==> src/rtl/dtw_pkg.sv <==
// dtw_pkg: shared state encoding, mode constants and FWFT buffer sizing for the stim streamer
package dtw_pkg;
    typedef enum logic [1:0] {
        IDLE   = 2'd0,
        PRIME  = 2'd1,
        STREAM = 2'd2,
        DONE   = 2'd3
    } state_t;
    localparam logic MODE_QUERY = 1'b0;
    localparam logic MODE_REF   = 1'b1;
    localparam int FWFT_DEPTH = 2;
    localparam int FWFT_CW    = $clog2(FWFT_DEPTH + 1);
endpackage

==> src/rtl/dtw_fwft_buf.sv <==
// dtw_fwft_buf: small first-word-fall-through buffer with concurrent push/pop at any occupancy
module dtw_fwft_buf #(
    parameter int WIDTH = 16,
    parameter int DEPTH = 2
) (
    input  logic                       clk,
    input  logic                       rst,
    input  logic                       i_clr,
    input  logic                       i_push,
    input  logic [WIDTH-1:0]           i_data,
    input  logic                       i_pop,
    output logic [WIDTH-1:0]           o_data,
    output logic                       o_empty,
    output logic [$clog2(DEPTH+1)-1:0] o_count
);
    localparam int PW = (DEPTH > 1) ? $clog2(DEPTH) : 1;
    localparam int CW = $clog2(DEPTH + 1);
    logic [WIDTH-1:0] r_mem [DEPTH];
    logic [PW-1:0]    r_rd_ptr;
    logic [PW-1:0]    r_wr_ptr;
    logic [CW-1:0]    r_count;
    logic             w_pop;
    assign o_empty = (r_count == '0);
    assign o_count = r_count;
    assign o_data  = r_mem[r_rd_ptr];
    assign w_pop   = i_pop && !o_empty;
    // pointer and occupancy tracking; clear flushes without touching storage
    always_ff @(posedge clk) begin
        if (rst || i_clr) begin
            r_rd_ptr <= '0;
            r_wr_ptr <= '0;
            r_count  <= '0;
        end else begin
            if (i_push) r_wr_ptr <= (r_wr_ptr == PW'(DEPTH-1)) ? '0 : r_wr_ptr + 1'b1;
            if (w_pop)  r_rd_ptr <= (r_rd_ptr == PW'(DEPTH-1)) ? '0 : r_rd_ptr + 1'b1;
            r_count <= r_count + CW'(i_push) - CW'(w_pop);
        end
    end
    // storage is only ever read under a valid occupancy, so it needs no reset
    always_ff @(posedge clk) begin
        if (i_push) r_mem[r_wr_ptr] <= i_data;
    end
endmodule

==> src/rtl/dtw_stim_streamer.sv <==
// dtw_stim_streamer: streams sample memory into dtw_core's FWFT source port and monitors its sink writes
module dtw_stim_streamer
    import dtw_pkg::*;
#(
    parameter int DWIDTH     = 16,
    parameter int AXI_DWIDTH = 32,
    parameter int ADDR_W     = 15,
    parameter int BUB_PERIOD = 8,
    parameter int BUB_LEN    = 1,
    parameter int BP_PERIOD  = 8,
    parameter int BP_LEN     = 2
) (
    input  logic                  clk,
    input  logic                  rst,
    input  logic                  start,
    input  logic [ADDR_W:0]       len,
    input  logic                  op_mode_in,
    input  logic                  bub_en,
    input  logic                  bp_en,
    output logic                  op_mode,
    output logic                  running,
    output logic                  done,
    output logic [ADDR_W-1:0]     mem_addr,
    output logic                  mem_rden,
    input  logic [DWIDTH-1:0]     mem_data,
    output logic                  src_fifo_empty,
    input  logic                  src_fifo_rden,
    output logic [AXI_DWIDTH-1:0] src_fifo_data,
    input  logic                  sink_fifo_wren,
    output logic                  sink_fifo_full,
    input  logic [AXI_DWIDTH-1:0] sink_fifo_data,
    output logic [ADDR_W:0]       sent_cnt,
    output logic [31:0]           sink_cnt,
    output logic [AXI_DWIDTH-1:0] sink_first,
    output logic [AXI_DWIDTH-1:0] sink_last
);
    localparam int LW   = ADDR_W + 1;
    localparam int BUBW = $clog2(BUB_PERIOD);
    localparam int BPW  = $clog2(BP_PERIOD);
    localparam logic [LW-1:0] MAX_LEN = {1'b1, {ADDR_W{1'b0}}};
    state_t                r_state;
    state_t                w_next;
    logic [LW-1:0]         r_len_q;
    logic [LW-1:0]         r_rd_issued;
    logic [LW-1:0]         r_sent;
    logic                  r_inflight;
    logic                  r_op_mode;
    logic [BUBW-1:0]       r_bub_ph;
    logic [BPW-1:0]        r_bp_ph;
    logic [31:0]           r_sink_cnt;
    logic [AXI_DWIDTH-1:0] r_first;
    logic [AXI_DWIDTH-1:0] r_last;
    logic [LW-1:0]         w_len_clamped;
    logic                  w_start_ok;
    logic                  w_running;
    logic                  w_bubble;
    logic                  w_full;
    logic                  w_src_empty;
    logic                  w_pop;
    logic                  w_rden;
    logic                  w_sink_acc;
    logic                  w_buf_empty;
    logic [FWFT_CW-1:0]    w_buf_count;
    logic [DWIDTH-1:0]     w_buf_data;
    assign w_start_ok    = start && (r_state == IDLE || r_state == DONE);
    assign w_len_clamped = (len > MAX_LEN) ? MAX_LEN : len;
    assign w_running     = (r_state == PRIME) || (r_state == STREAM);
    assign w_bubble      = bub_en && (r_bub_ph >= BUBW'(BUB_PERIOD - BUB_LEN));
    assign w_full        = bp_en && (r_bp_ph >= BPW'(BP_PERIOD - BP_LEN));
    assign w_src_empty   = w_buf_empty || w_bubble || !w_running;
    assign w_pop         = src_fifo_rden && !w_src_empty;
    assign w_rden        = w_running && (r_rd_issued < r_len_q) &&
                           ((3'(w_buf_count) + 3'(r_inflight) - 3'(w_pop)) < 3'(FWFT_DEPTH));
    assign w_sink_acc    = sink_fifo_wren && !w_full && (r_state != IDLE);
    assign op_mode        = r_op_mode;
    assign running        = w_running;
    assign done           = (r_state == DONE);
    assign mem_addr       = (r_rd_issued == MAX_LEN) ? '1 : r_rd_issued[ADDR_W-1:0];
    assign mem_rden       = w_rden;
    assign src_fifo_empty = w_src_empty;
    assign src_fifo_data  = w_src_empty ? '0 : AXI_DWIDTH'(w_buf_data);
    assign sink_fifo_full = w_full;
    assign sent_cnt       = r_sent;
    assign sink_cnt       = r_sink_cnt;
    assign sink_first     = r_first;
    assign sink_last      = r_last;
    dtw_fwft_buf #(
        .WIDTH (DWIDTH),
        .DEPTH (FWFT_DEPTH)
    ) u_buf (
        .clk     (clk),
        .rst     (rst),
        .i_clr   (w_start_ok),
        .i_push  (r_inflight),
        .i_data  (mem_data),
        .i_pop   (w_pop),
        .o_data  (w_buf_data),
        .o_empty (w_buf_empty),
        .o_count (w_buf_count)
    );
    // run-control next state: a zero-length start skips straight to DONE
    always_comb begin
        w_next = r_state;
        if (w_start_ok) w_next = (w_len_clamped == '0) ? DONE : PRIME;
        else if (r_state == PRIME && !w_buf_empty) w_next = STREAM;
        else if (r_state == STREAM && r_sent == r_len_q) w_next = DONE;
    end
    // state register
    always_ff @(posedge clk) begin
        if (rst) r_state <= IDLE;
        else     r_state <= w_next;
    end
    // run parameters, read issue tracking and pop counting; a read in flight lands one cycle later
    always_ff @(posedge clk) begin
        if (rst) begin
            r_len_q     <= '0;
            r_op_mode   <= MODE_QUERY;
            r_rd_issued <= '0;
            r_sent      <= '0;
            r_inflight  <= 1'b0;
        end else begin
            r_inflight <= w_rden;
            if (w_start_ok) begin
                r_len_q     <= w_len_clamped;
                r_op_mode   <= op_mode_in;
                r_rd_issued <= '0;
                r_sent      <= '0;
            end else begin
                if (w_rden) r_rd_issued <= r_rd_issued + 1'b1;
                if (w_pop)  r_sent      <= r_sent + 1'b1;
            end
        end
    end
    // free-running bubble and back-pressure phases, realigned on every accepted start
    always_ff @(posedge clk) begin
        if (rst || w_start_ok) begin
            r_bub_ph <= '0;
            r_bp_ph  <= '0;
        end else begin
            r_bub_ph <= (r_bub_ph == BUBW'(BUB_PERIOD - 1)) ? '0 : r_bub_ph + 1'b1;
            r_bp_ph  <= (r_bp_ph == BPW'(BP_PERIOD - 1)) ? '0 : r_bp_ph + 1'b1;
        end
    end
    // sink monitor: saturating write count plus first/last accepted word capture
    always_ff @(posedge clk) begin
        if (rst || w_start_ok) begin
            r_sink_cnt <= '0;
            r_first    <= '0;
            r_last     <= '0;
        end else if (w_sink_acc) begin
            r_sink_cnt <= (r_sink_cnt == '1) ? r_sink_cnt : r_sink_cnt + 1'b1;
            if (r_sink_cnt == '0) r_first <= sink_fifo_data;
            r_last <= sink_fifo_data;
        end
    end
endmodule

==> config.mk <==
export PLATFORM = sky130hd
export DESIGN_NAME = dtw_stim_streamer
export DESIGN_NICKNAME = d
export VERILOG_FILES = /design/src/rtl/dtw_pkg.sv /design/src/rtl/dtw_fwft_buf.sv /design/src/rtl/dtw_stim_streamer.sv
export SDC_FILE = /design/constraint.sdc
export NUM_CORES = 1
export LEC_CHECK = 0
export CORE_MARGIN = 2
export CORE_UTILIZATION = 32
export CTS_CLUSTER_DIAMETER = 30
export CTS_CLUSTER_SIZE = 28
export DETAILED_ROUTE_END_ITERATION = 10
export GPL_TIMING_DRIVEN = 0
export SLEW_MARGIN = 15
export SYNTH_ARGS = -nofsm -noshare
export SYNTH_HDL_FRONTEND = slang
export SYNTH_SLANG_ARGS = --single-unit
==> constraint.sdc <==
create_clock -name clk -period 8.88 [get_ports clk]
set_input_delay 1.776 -clock clk [delete_from_list [all_inputs] [get_ports clk]]
set_output_delay 1.776 -clock clk [all_outputs]
set_load 0.01 [all_outputs]
==> flow_metrics.env, run 1 <==
export IMPL_outcome="finished with violations"
export IMPL_violations="design-rule violations"
export IMPL_rrSetupSlack_ns=4.87
export IMPL_hold_path_endpoint="sink_first[12]"
export IMPL_cts_root_buf="clkbuf_16"
export IMPL_grt_max_degree=19
export IMPL_final_setup_worst_slack_ns=1.72
export IMPL_synth_edff_count=32
export IMPL_worst_setup_path_start_kind="input port"
export IMPL_criticalPathCategory="input port to output port"
export IMPL_pre_cts_ws_ns=1.69
export IMPL_drt_iter0_drc=401
export IMPL_final_common_cell="clkdlybuf4s50_1"
export IMPL_firstDrtPassIters=8
export IMPL_clkSlewWorstSetupHoldPaths_ns=0.08
export IMPL_finish_net_count=1312
export IMPL_overflow=0
export IMPL_cpMostUsedCell="clkdlybuf4s50_1"
export IMPL_r2r_cells=13
export IMPL_hold_violations=0
export IMPL_drive_gt1_share_pct=5.41
export IMPL_post_cts_buffers=0
export IMPL_netlist_instances=954
export IMPL_worst_path_stages=12
export IMPL_p_leak_nw=4.22
export IMPL_die_height_um=167
export IMPL_async_flop_share_pct=0
export IMPL_io_buffers=219
export IMPL_syn_cell_area_sq_um=8540
export IMPL_final_cell_mix="clkdlybuf4s50_1, nand2_1, dfxtp_1"
export IMPL_drt_wl_total_um=24900
export IMPL_postCtsHoldBufs=0
export IMPL_power_density_nw_per_um2=186
export IMPL_yosysWarnings=0
export IMPL_max_cap_violations=0
export IMPL_dp_hpwl_um=18500
export IMPL_vdd_ir_drop_max_mv=0.101
export IMPL_fin_crit_ns=7.16
export IMPL_start_util_pct=32.7
export IMPL_critPathTopFamily="buffers and inverters"
export IMPL_core_sq_um=26100
export IMPL_dieArea_sq_um=28000
export IMPL_ys_seq_area_share_pct=48.5
export IMPL_cts_sinks=191
export IMPL_die_x_um=167
export IMPL_vias_per_cell=4.81
export IMPL_critPathBufInv=5
export IMPL_setup_viol=0
export IMPL_crit_required_ns=7.10
export IMPL_htree_levels=4
export IMPL_whs_path_depth=2
export IMPL_yosysUniqueCellTypes=56
export IMPL_drcViolationCount=12
export IMPL_syn_avg_cell_area_sq_um=8.96
export IMPL_grt_pass1_vias=7426
export IMPL_synth_flop_cell="dfxtp_1"
export IMPL_tightest_slew_ns=0.840
export IMPL_area_growth_pct=38.0
export IMPL_min_from="sink_first[12]"
export IMPL_ioPinCount=237
export IMPL_clock_path_buffers=2
export IMPL_stdcell_area_sq_um=11800
export IMPL_worstSkewPairLatency_ns=0.44
export IMPL_drv_slew=0
export IMPL_crit_path_max_fanout=10
export IMPL_crit_path_end_kind="output port"
export IMPL_cts_tree="yes"
export IMPL_r2r_end="r_rd_issued[6]"
export IMPL_path_cells="clkdlybuf4s50_1 -> a21o_1 -> clkbuf_1 -> nor3_1 -> fa_1 -> xnor2_1 -> o2111ai_1 -> a21oi_1 -> nand3_1 -> buf_4 -> inv_1 -> clkdlybuf4s50_1"
export IMPL_r2r_start="r_state[0]"
export IMPL_hold_path_class="flip-flop to flip-flop"
export IMPL_fin_skew_ns=0.0162
export IMPL_dpl_cell_area_sq_um=11200
export IMPL_cpPeakStageDelay_ns=0.60
export IMPL_slowest_stage="clkdlybuf4s50_1"
export IMPL_power_mw=2.19
export IMPL_fmax_mhz=140
export IMPL_antenna_left=0
export IMPL_cts_buffers=17
export IMPL_setup_tns_ns=0
export IMPL_grt_pass1_wl_um=39800
export IMPL_post_route_period_util_pct=80.6
export IMPL_gr_usage_all_layers_pct=17.8
export IMPL_wl_per_cell_um=16.0
export IMPL_rsz0062_at_grt="false"
export IMPL_placementRows=59
export IMPL_cts_resized=0
export IMPL_slew_headroom_pct=44.0
export IMPL_place_congestion=0.844
export IMPL_antenna_found_initial=0
export IMPL_yosys_register_bits=191
export IMPL_vias=7475
export IMPL_diodes=0
export IMPL_cp_arrival_ns=5.38
==> worst min-delay path, cell delays in order, from the launching register on <==
cell and delay (ns):
dfxtp_1 0.31, nand2_1 0.05, a21oi_1 0.05
==> power by group <==
group          total [mW]  switching [mW]  internal, mW
Sequential          0.975          0.0338         0.941
Clock               0.755           0.377         0.378
Combinational       0.461           0.266         0.195
Total                2.19           0.678          1.51
==> area by class of cell <==
class / count / area (sq um)
Sequential cell: 191 / 4140
Clock inverter: 13 / 124
Tap cell: 335 / 419
Timing Repair Buffer: 220 / 2210
Multi-Input combinational cell: 686 / 4030
Clock buffer: 18 / 439
Inverter: 31 / 116
Fill cell: 2627 / 14300
Buffer: 61 / 312
==> Yosys cell counts (2+ instances only) <==
master    number  share of area (%)
a211oi_1       3               0.26
a21o_1         2               0.18
a21oi_1       85                5.0
a311oi_1       2               0.21
and2_1         6               0.44
and3_1         7               0.51
and4_1        10                1.0
buf_1          2              0.088
buf_4         17                1.5
clkbuf_1      39                1.7
dfxtp_1      159                 37
edfxtp_1      32                 11
ha_1          31                4.5
inv_1         31                1.4
mux2i_1       20                2.3
nand2_1      174                7.6
nand2b_1      14                1.0
nand3_1       21                1.2
nand3_2        2               0.23
nand4_1       30                2.2
nor2_1        82                3.6
nor2b_1        3               0.22
nor3_1        17                1.0
nor3b_1        6               0.53
nor4_1        17                1.2
nor4b_1        4               0.41
o211ai_1       2               0.18
o21ai_0       23                1.3
o31ai_1        7               0.62
or3_1          7               0.51
or3_2          2               0.18
or4_1          7               0.62
xnor2_1       26                2.7
xor2_1        42                4.3
==> per-layer routing <==
layer	GRT usage, %	routed length, um
met5	0	0
met4	4.42	319
met3	5.34	1690
met2	29.9	11700
met1	22.5	11200
==> how the worst max path moves through the flow <==
| stage | startpoint | endpoint | slack, ns |
|---|---|---|---|
| 2_1_floorplan | src_fifo_rden | mem_rden | 3.35 |
| 3_3_place_gp | bub_en | mem_rden | 1.74 |
| 3_5_place_dp | bub_en | mem_rden | 1.69 |
| 4_1_cts | bub_en | mem_rden | 1.66 |
| 5_1_grt | bub_en | mem_rden | 1.46 |
| 6_report | bub_en | mem_rden | 1.72 |
==> logic make-up after synthesis <==
group,after synthesis,share of synthesized area (%)
compound gates,133,8.86
xor+xnor,68,6.97
fa+ha+maj,32,4.77
buf+inv,92,5.01
flops,191,48.5
mux,20,2.34
other cells,1,0.0439
simple gates,417,23.5
==> metrics by stage <==
| step | util, % | hold WS, ns | std cells |
|---|---|---|---|
| after floorplan | - | 0.431 | 969 |
| after global placement | 42.9 | 0.437 | 1523 |
| after detailed placement | 43.0 | 0.443 | 1524 |
| after CTS | 45.1 | 0.453 | 1555 |
| after global routing | 45.1 | 0.467 | 1555 |
| final | 45.1 | 0.451 | 1555 |
==> flip-flops by register name, summed over array words and instances (netlist names), named ones only <==
name	flops
sink_last	32
op_mode	1
u_buf.r_mem	32
u_buf.r_rd_ptr	1
r_bp_ph	3
r_inflight	1
r_len_q	16
r_bub_ph	3
sent_cnt	16
r_state	2
sink_first	32
u_buf.o_count	2
sink_cnt	32
u_buf.r_wr_ptr	1
r_rd_issued	16
(Power assumes the default switching activity.)
==> inputs of run 2 (changes only) <==
clock period = 7.48 ns   (was 8.88 ns; I/O delays follow)
==> results of run 2 <==
Same layout as run 1 (identical final DEF). Status: finished with violations: design-rule violations.
Among the figures that moved: setup slack after placement 1.69 ns -> 0.845 ns; setup slack after layout 1.72 ns -> 0.881 ns; register-to-register setup slack 4.87 ns -> 3.47 ns; total power 2.19 mW -> 2.60 mW; worst IR drop on VDD 0.101 mV -> 0.120 mV
